[src/rtl/arb_mux_nto1.sv]
// N-to-1 arbitrated word mux: fixed-priority or round-robin grant into one output register, 1-cycle latency.
// Backpressure: a full output register that is not draining holds every field and drops every InReady.
module arb_mux_nto1 #(
  parameter int WIDTH    = 32,
  parameter int CHANNELS = 4,
  parameter int RR_MODE  = 1,
  localparam int SELW    = $clog2(CHANNELS)
) (
  input  logic                      Clk,
  input  logic                      Reset,
  input  logic [CHANNELS*WIDTH-1:0] InData,
  input  logic [CHANNELS-1:0]       InValid,
  output logic [CHANNELS-1:0]       InReady,
  output logic [WIDTH-1:0]          OutData,
  output logic [SELW-1:0]           OutSel,
  output logic                      OutValid,
  input  logic                      OutReady
);

  logic [SELW-1:0]     ptr;
  logic [SELW-1:0]     start;
  logic [SELW-1:0]     cand;
  logic [SELW-1:0]     gsel;
  logic [CHANNELS-1:0] grant;
  logic                found;
  logic                free;
  logic                xfer;
  logic [WIDTH-1:0]    win_dat;
  int                  idx;

  // Search upward from the pointer, wrapping at CHANNELS-1 so non-power-of-two counts never
  // visit unused index codes.
  always_comb begin
    grant = '0;
    gsel  = '0;
    found = 1'b0;
    idx   = 0;
    cand  = '0;
    start = (RR_MODE != 0) ? ptr : '0;
    if (!Reset) begin
      for (int k = 0; k < CHANNELS; k++) begin
        idx = int'(start) + k;
        if (idx >= CHANNELS) idx = idx - CHANNELS;
        cand = idx[SELW-1:0];
        if (!found && InValid[cand]) begin
          found       = 1'b1;
          grant[cand] = 1'b1;
          gsel        = cand;
        end
      end
    end
  end

  always_comb begin
    win_dat = '0;
    for (int i = 0; i < CHANNELS; i++) begin
      if (grant[i]) win_dat = InData[i*WIDTH +: WIDTH];
    end
  end

  assign free    = !OutValid || OutReady;
  assign InReady = grant & {CHANNELS{free}};
  assign xfer    = |InReady;

  always_ff @(posedge Clk or posedge Reset) begin
    if (Reset) begin
      OutData  <= '0;
      OutSel   <= '0;
      OutValid <= 1'b0;
      ptr      <= '0;
    end else begin
      if (xfer) begin
        OutData  <= win_dat;
        OutSel   <= gsel;
        OutValid <= 1'b1;
        if (RR_MODE != 0) begin
          ptr <= (gsel == SELW'(CHANNELS-1)) ? '0 : gsel + SELW'(1);
        end
      end else if (OutReady) begin
        OutValid <= 1'b0;
      end
    end
  end

endmodule

[config.mk]
export PLATFORM = sky130hd
export DESIGN_NAME = arb_mux_nto1
export DESIGN_NICKNAME = d
export VERILOG_FILES = /design/src/rtl/arb_mux_nto1.sv
export SDC_FILE = /design/constraint.sdc
export NUM_CORES = 1
export LEC_CHECK = 0
export ABC_AREA = 1
export CAP_MARGIN = 20
export CORE_ASPECT_RATIO = 0.9
export CORE_MARGIN = 2
export CORE_UTILIZATION = 30
export CTS_CLUSTER_SIZE = 28
export DETAILED_ROUTE_END_ITERATION = 8
export PLACE_DENSITY = 0.62
export SLEW_MARGIN = 40
export SYNTH_ARGS = -nofsm -noshare
export SYNTH_HDL_FRONTEND = slang
export SYNTH_SLANG_ARGS = --single-unit
[constraint.sdc]
create_clock -name Clk -period 2.7 [get_ports Clk]
set_clock_uncertainty 0.15 [all_clocks]
set_input_delay 0.675 -clock Clk [delete_from_list [all_inputs] [get_ports Clk]]
set_output_delay 0.675 -clock Clk [all_outputs]
set_load 0.05 [all_outputs]
Word-level counts from Yosys, hierarchy flattened
Index checks and enable logic that the tools add are counted.

$add $sub $neg: 8. Order comparisons: 12. Equal/unequal tests: 1. Muxes and demuxes: 50. Bitwise operators: 4. Reductions and logical operators: 14.

Operator list (number): $mux 32 (4); $mux 4 (8); $mux 2 (14); $mux 1 (16); $lt 2x3->1 const B (4); $or 4x4->4 (3); $ge 3x3->1 const B (3); $bmux 1 s2 (4); $demux 1 s2 (4); $ge 2x1->1 const B (4); $sub 2x1->2 const B (4); $logic_and 1x1->1 (7); $add 2x2->3 const B (2); $and 4x4->4 (1); $logic_not 1->1 (4); $reduce_or 4->1 (1); $add 2x1->3 const B (1); $ge 2x3->1 const B (1); $add 2x1->2 const B (1); $eq 2x2->1 const B (1); $reduce_bool 2->1 (1); $logic_or 1x1->1 (1).

Flip-flop bits (word level): 37. Input bits: 135.

Depth between registers and ports, before layout
Depth after elaboration: 23. Gate-level depth with buffers: 18.

Worst setup path before layout
No wires, ideal clock.

Path kind: input to register. Start point: in Reset. End point: reg OutData[10]. Library setup time: 0.066 ns. Arrival: 2.914 ns. Setup slack: -0.430 ns. Cell stages on the path: 10. Path buffers: 3. Cell sequence: inv_1 buf_2 clkbuf_1 buf_1 nand3_1 nand2_1 inv_1 nand2_1 nand2_1 nand2_1.

Longest elaborated chain between the ends: 5. Elaborated cells on any way between the ends: 7. Those cells by class: mux: 5; bitwise: 1; reduce/logical: 1.

RTL lines: start: declaration (RTL line 10) `input logic Reset,`; $mux 4 * (RTL line 40) `if (!Reset) begin`; $mux 32 (4 in series) (RTL line 57) `if (grant[i]) win_dat = InData[i*WIDTH +: WIDTH];`; end signal: assignment (RTL line 73) `OutData <= win_dat;`; end: declaration (RTL line 14) `output logic [WIDTH-1:0] OutData,`.

Mark *: on every way between the ends. The rest lies on a longest branch, timed or not. A chain may end at the register's enable or synchronous reset.

Final worst setup path
Start point: reg ptr[0]. End point: out InReady[3].

Longest elaborated chain between the ends: 20. Elaborated cells on any way between the ends: 71. Those cells by class: add/sub: 7; order compare: 12; mux: 38; bitwise: 4; reduce/logical: 10.

RTL lines: start: declaration (RTL line 20) `logic [SELW-1:0] ptr;`; start signal: assignment (RTL line 77) `ptr <= (gsel == SELW'(CHANNELS-1)) ? '0 : gsel + SELW'(1);`; parallel branches: the longest is 17 deep, another holds $add 2x1->3; $mux 4 * (RTL line 45) `if (!found && InValid[cand]) begin`; $mux 4 * (RTL line 40); $and 4x4->4 * (RTL line 62) `assign InReady = grant & {CHANNELS{free}};`; end: declaration (RTL line 13) `output logic [CHANNELS-1:0] InReady,`.

Mark *: on every way between the ends. The select of a mux whose other input is x is not followed.

==> summary by stage <==
Status
The flow ran to the end, but the final reports show violations. The final reports fail on setup timing.

Clock tree
The clock insertion delay at the later pin of the skew report is ~0.27 ns. The clock-pin slew on the worst setup and hold paths is ~0.06 ns. The TritonCTS clock tree is done. The total clock sinks is 37.

In this run, CTS created clock tree buffers numbering 5. The deepest level of the CTS H-tree is 2. In this run, post-CTS hold repair placed 0 buffers.

Counting along the longest clock path gives a buffer depth of 2. The cell at the root of the clock tree is clkbuf_16.

Cells and area
Counting the fill cells in the layout gives between 1000 and 1500. The library cells used most frequently in the layout, excluding fill and tap cells, are nand2_1, clkdlybuf4s50_1, nand3_1, nor2_1, inv_1. The final layout contains slightly above 900 nets. Cells with a size suffix above 1 make up roughly 14% of the layout. The number of antenna diodes in the final layout is 0. From synthesis to final layout, the design area changed by 70.6%. The core occupancy in the finished layout is a little over half. The most common cell after layout, fill and taps aside is nand2_1.

Timing
Headroom to the max-slew limit came out at 62.0%. Static timing analysis puts the maximum clock frequency at ~0.36 GHz. The count of final hold-check violations was 0. Once routing completed, OpenROAD measured the worst setup slack at -0.116 ns. The actual slew at the worst max-slew pin is 0.568 ns. Setup violations remaining at the end of the flow were counted as 4. The worst path in the final design needs a cycle of ~2.8 ns, including I/O delays and setup. In the finished design, the share of the clock period the worst path needs comes to 104%.

The final max-slew violation count is 0. Setup repair after global routing could not meet its margin everywhere.

Worst setup path
The internal reg-to-reg setup slack is between 0.15 and 0.2 ns. The highest net fanout along the worst path is 6. The critical register-to-register path startpoint is ptr[0].

In this run the worst setup path begins at ptr[0]. STA classifies the critical path startpoint as a register. Data on the critical path is required at its endpoint by between 1.5 and 2 ns. Following the worst setup path forward leads to its endpoint at InReady[3]. The arrival time at the worst endpoint is roughly 2.0 ns.

The sort of element at the end of the critical path is an output port. Measured in cells, the most critical reg-to-reg path has a length of 16. In this run the critical register-to-register path is captured at OutData[25]. The critical path in this run is classified as register to output port.

Yosys
In this run the cell area of the synthesized design comes to 3520 µm². In the post-synthesis netlist, the biggest area contributors are dfrtp_1, nand2_1, nand3_1. The share of Yosys cell area claimed by the top area cell type is 26.3%. When the netlist entered floorplanning its net count stood at 750.

The number of flops mapped to enable cells by yosys is 0. Counting flops with an async set or reset pin after synthesis yields a share of 100%. In the synthesized netlist, the number of instances is about 600. Of all cell types, the one taking the most synthesized area is dfrtp_1. After synthesis, the mean cell area works out to around 5.8 µm². Among all flip-flop cells after synthesis, the most frequent one is dfrtp_1.

The Yosys step of the flow raised 0 warnings. Sequential cells were found to cover a little over a quarter of the synthesized design area. The flip-flop and latch count after synthesis is 37. The count of distinct cell types in the synthesized netlist is 27.

Die
The floorplan step set the die height to 107 µm. The area inside the core boundary is 11400 µm². The floorplan has 37 rows.

In this run the horizontal extent of the chip is roughly 120 µm. The die footprint is roughly 13000 µm². The effective utilization at floorplan is between 30% and 40%.

The count of boundary I/O pins is approximately 170.

Route
The routed via count is around 4500. The first detailed-routing pass ran for 5 iterations. The post-detailed-routing wire length is 13.4 mm. The average vias per placed instance is approximately 4.8. In the routed design, unresolved DRC markers number 0. For this block, the initial DRC count from the detailed router was 255. In the final routed layout, each cell accounts on average for around 14 µm.

Once detail routing completed, the nets flagged for antenna violations numbered 0.

Placement
Buffers placed on the I/O ports in this run total 173. The HPWL after detailed placement is 9.72 mm. The setup slack at placement is -0.479 ns. The placer congestion estimate is 0.866.

Worst hold path
In this run the most critical hold path is launched from OutData[11]. The min-delay analysis places its worst path in the category register to register.

Global route
Summed over all layers, the global routing overflow is 0. The aggregate global-route resource usage is 21.2%. The first-pass GRT wire length is around 22 mm. The number of global-route vias before repair is 4469. Entering global routing, the biggest net connects 77 pins. The initial antenna violation count is 0.

Pwr
Total power for the finished layout comes to approximately 7.2 mW. The leakage power is 3.02 nW. The maximum resistive drop on vdd is a little under 0.9 mV. Power spread over the standard cell area amounts to ~1200 nW/µm².

Job
The max-capacitance violation count is 0.
[flip-flops by register name, summed over array words and instances, names as in the netlist]
| signal | count |
|---|---|
| OutSel | 2 |
| OutValid | 1 |
| ptr | 2 |
| OutData | 32 |
[worst max-delay path, stage by stage, from the launching register on]
cell and delay [ns]:
dfrtp_1 0.43, inv_6 0.05, ha_4 0.30, inv_4 0.05, nand2_2 0.06, nand2_2 0.07, nor2_4 0.19, nand4_1 0.13
nand3_2 0.12, nand3_2 0.10, inv_2 0.08, buf_8 0.14
[area by class of cell]
class,instances,area (µm²),area share (%)
Tap cell,156,195,3.25
Inverter,52,208,3.46
Multi-Input combinational cell,478,2320,38.6
Clock buffer,7,143,2.38
Sequential cell,37,927,15.5
Timing Repair Buffer,217,2210,36.8
[how the worst min path moves through the flow]
stage	to	slack, ns	cells past startpoint
global placement	OutData[9]	0.31	2
CTS	OutData[11]	0.33	2
global route	OutData[25]	0.36	2
floorplan	ptr[1]	0.43	2
detailed placement	OutData[11]	0.32	2
finish	OutData[11]	0.33	2
[cell usage after synthesis (4+ instances only)]
cell	n
o21ai_0	34
buf_2	18
nand3_1	111
nand2_2	8
a21oi_1	4
inv_1	49
ha_1	8
clkbuf_1	14
nand2_1	226
nand3_2	4
dfrtp_1	37
nor2_1	66
[report_power, final]
group	internal (mW)	switching, mW
registers	0.764	0.106
logic	2.17	3.60
clock network	0.363	0.213
[layer usage]
metal  up-vias  part of all wire [%]  track usage, %
met5         -                     0               0
met4         0                  0.77            4.04
met3         8                   7.0            4.20
met2       185                    47            36.3
met1      2033                    45            27.9
li1       2279                     -               -
[cells by family after synthesis]
| group | after synthesis | share of synthesized area (%) |
|---|---|---|
| adders and majority gates | 8 | 2.85 |
| and+or+nand+nor | 425 | 52.6 |
| DFF | 37 | 26.3 |
| buffers and inverters | 92 | 11.5 |
| AOI/OAI and AO/OA | 44 | 6.51 |
| xor gates and xnor gates | 1 | 0.249 |
[stage by stage]
stage                     TNS [ns]  cells  hold slack [ns]  instance area (µm²)
after floorplan                  0    607            0.426                 3550
after global placement      -13.95    929            0.311                 5620
after detailed placement    -16.60    929            0.315                 5620
after CTS                   -0.355    944            0.332                 5890
after global routing        -0.752    947            0.357                 6000
final                       -0.384    947            0.326                 6000
[timing repair]
| action | 4_1_cts | 5_1_grt |
|---|---|---|
| resized for setup | 24 | 29 |
| endpoints found under the setup margin | 37 | 35 |
| pin swaps | 13 | 19 |
| setup buffers | 8 | 4 |
(Power assumes the default switching activity.)
==> RTL change (same flow settings) <==
The parameter `CHANNELS` goes from 4 to 2.
--- a/src/rtl/arb_mux_nto1.sv
+++ b/src/rtl/arb_mux_nto1.sv
@@ -3,5 +3,5 @@
 module arb_mux_nto1 #(
   parameter int WIDTH    = 32,
-  parameter int CHANNELS = 4,
+  parameter int CHANNELS = 2,
   parameter int RR_MODE  = 1,
   localparam int SELW    = $clog2(CHANNELS)
Interface: changed (resized InData, InReady, InValid and OutSel); port bits go from 174 to 105. The function was not compared with the original's and may differ.
==> RTL change against the original RTL <==
Register-to-register slack better by 0.84 ns. Design area down 45%. Total power down 68%. Sequential cell count down 2. Setup slack better by 0.23 ns. Sequential power down 19%. Synthesized area down 41%. Routed wire length down 52%.
==> RTL change: results (changes against the original RTL) <==
[critical_path]
ff2ff_path_depth=8  ; -8
crit_path_start_kind=input pin
cpMaxStageDelayCell=clkdlybuf4s50_1
reg2reg_to=OutData[9]$_DFFE_PP0P_
worstPathArrival_ns=1.76  ; -0.23 ns
cp_top_family=buffers and inverters
cp_max_fo=4  ; -2
r2r-start=OutValid$_DFFE_PP0P_

[timing]
hold_ws_ns=0.3183  ; -0.007229 ns

[global_routing]
grt_pass1_wl_um=10320  ; -53%
first_global_vias=2135  ; -52%
grt_start_max_net_pins=66  ; -14%

[pwr]
p_clk_uw=482  ; -16%
p_leak_uw=0.001595  ; -47%
peakVddDrop_uv=240.3  ; -73%
pwr-share-comb_pct=48.0  ; -32 points

[drt]
first_pass_iters=4  ; -1
vias=2291  ; -49%
via_per_inst=4.948  ; +4.0%
first_iter_violations=106  ; -58%
post_drt_wl_per_cell_um=13.92  ; -1.8%

[synthesis]
synth.area.top_cells=dfrtp_1 (43%), nand4_1 (19%), nand2_1 (18%)
netlist_top_cells_count=nand2_1 (99), nand4_1 (64), dfrtp_1 (35), nand3_1 (34), buf_2 (19)
synthesis.nets=344  ; -54%
synth-seq-area-share_pct=42.55  ; +16 points
yosysUniqueCellTypes=15  ; -44%

[layout]
fin_util_pct=50.19  ; -2.3 points
drive_gt1_share_pct=8.847  ; -4.9 points

[min_path]
hold_path_end=OutSel$_DFFE_PP0P_
min_from=OutSel$_DFFE_PP0P_

[clock_network]
cts_setup_buffers=0  ; -8
cts_root_buf=clkbuf_8
cts-resized-gates=0  ; -100%

[place]
placed_cell_area_mm2=0.003206  ; -43%
dp.cells=455  ; -51%
hpwl_um=4551  ; -53%
io_buffer_count=104  ; -40%
place_congestion=0.7354  ; -15%

[outcome]
outcome=complete, no violations

==> RTL change: cell count changes after synthesis, sizes merged, moves of 4 or more <==
cell,before,now
a21oi,4,0
clkbuf,14,3
ha,8,0
inv,52,5
nand2,235,102
nand3,116,34
nand4,3,66
nor2,71,1
o21ai,37,1
==> RTL change: kinds of logic (layout without fill, tap and decap cells) <==
family / count (synthesis) / count (layout) / share of synthesized area [%]
AOI/OAI and AO/OA: 1 / 1 / 0.2429
buffers and inverters: 36 / 134 / 8.267
DFF: 35 / 35 / 42.55
and+or+nand+nor: 203 / 203 / 48.94
==> RTL change: worst max path at each step <==
stage	start	end	slack, ns	cells past startpoint
6_report	InValid[0]	InReady[0]	0.12	4
5_1_grt	InValid[0]	InReady[0]	0.05	4
3_3_place_gp	InValid[0]	InReady[0]	0.13	4
3_5_place_dp	InValid[0]	InReady[0]	0.11	4
2_1_floorplan	Reset	OutData[10]$_DFFE_PP0P_	0.06	6
4_1_cts	InValid[0]	InReady[0]	0.11	4
==> RTL change: layout make-up <==
| class | count | share of cell area (%) |
|---|---|---|
| sequential | 35 | 26.36 |
| clock inverter | 2 | 1.054 |
| tap | 90 | 3.389 |
| timing repair buffer | 120 | 35.54 |
| clock buffer | 6 | 2.485 |
| inverter | 6 | 0.7154 |
| multi-input combinational | 204 | 30.46 |
==> RTL change: per-layer routing <==
| metal | wire length, um | global-route usage [%] |
|---|---|---|
| met5 | 0 | 0 |
| met4 | 19 | 2.879 |
| met3 | 421 | 4.991 |
| met2 | 2969 | 26.96 |
| met1 | 3035 | 23.30 |
==> RTL change: worst min-delay path, cell delays in order, from the launching register on <==
cell     delay (ns)
dfrtp_1        0.34
nand2_1        0.05
nand2_1        0.04
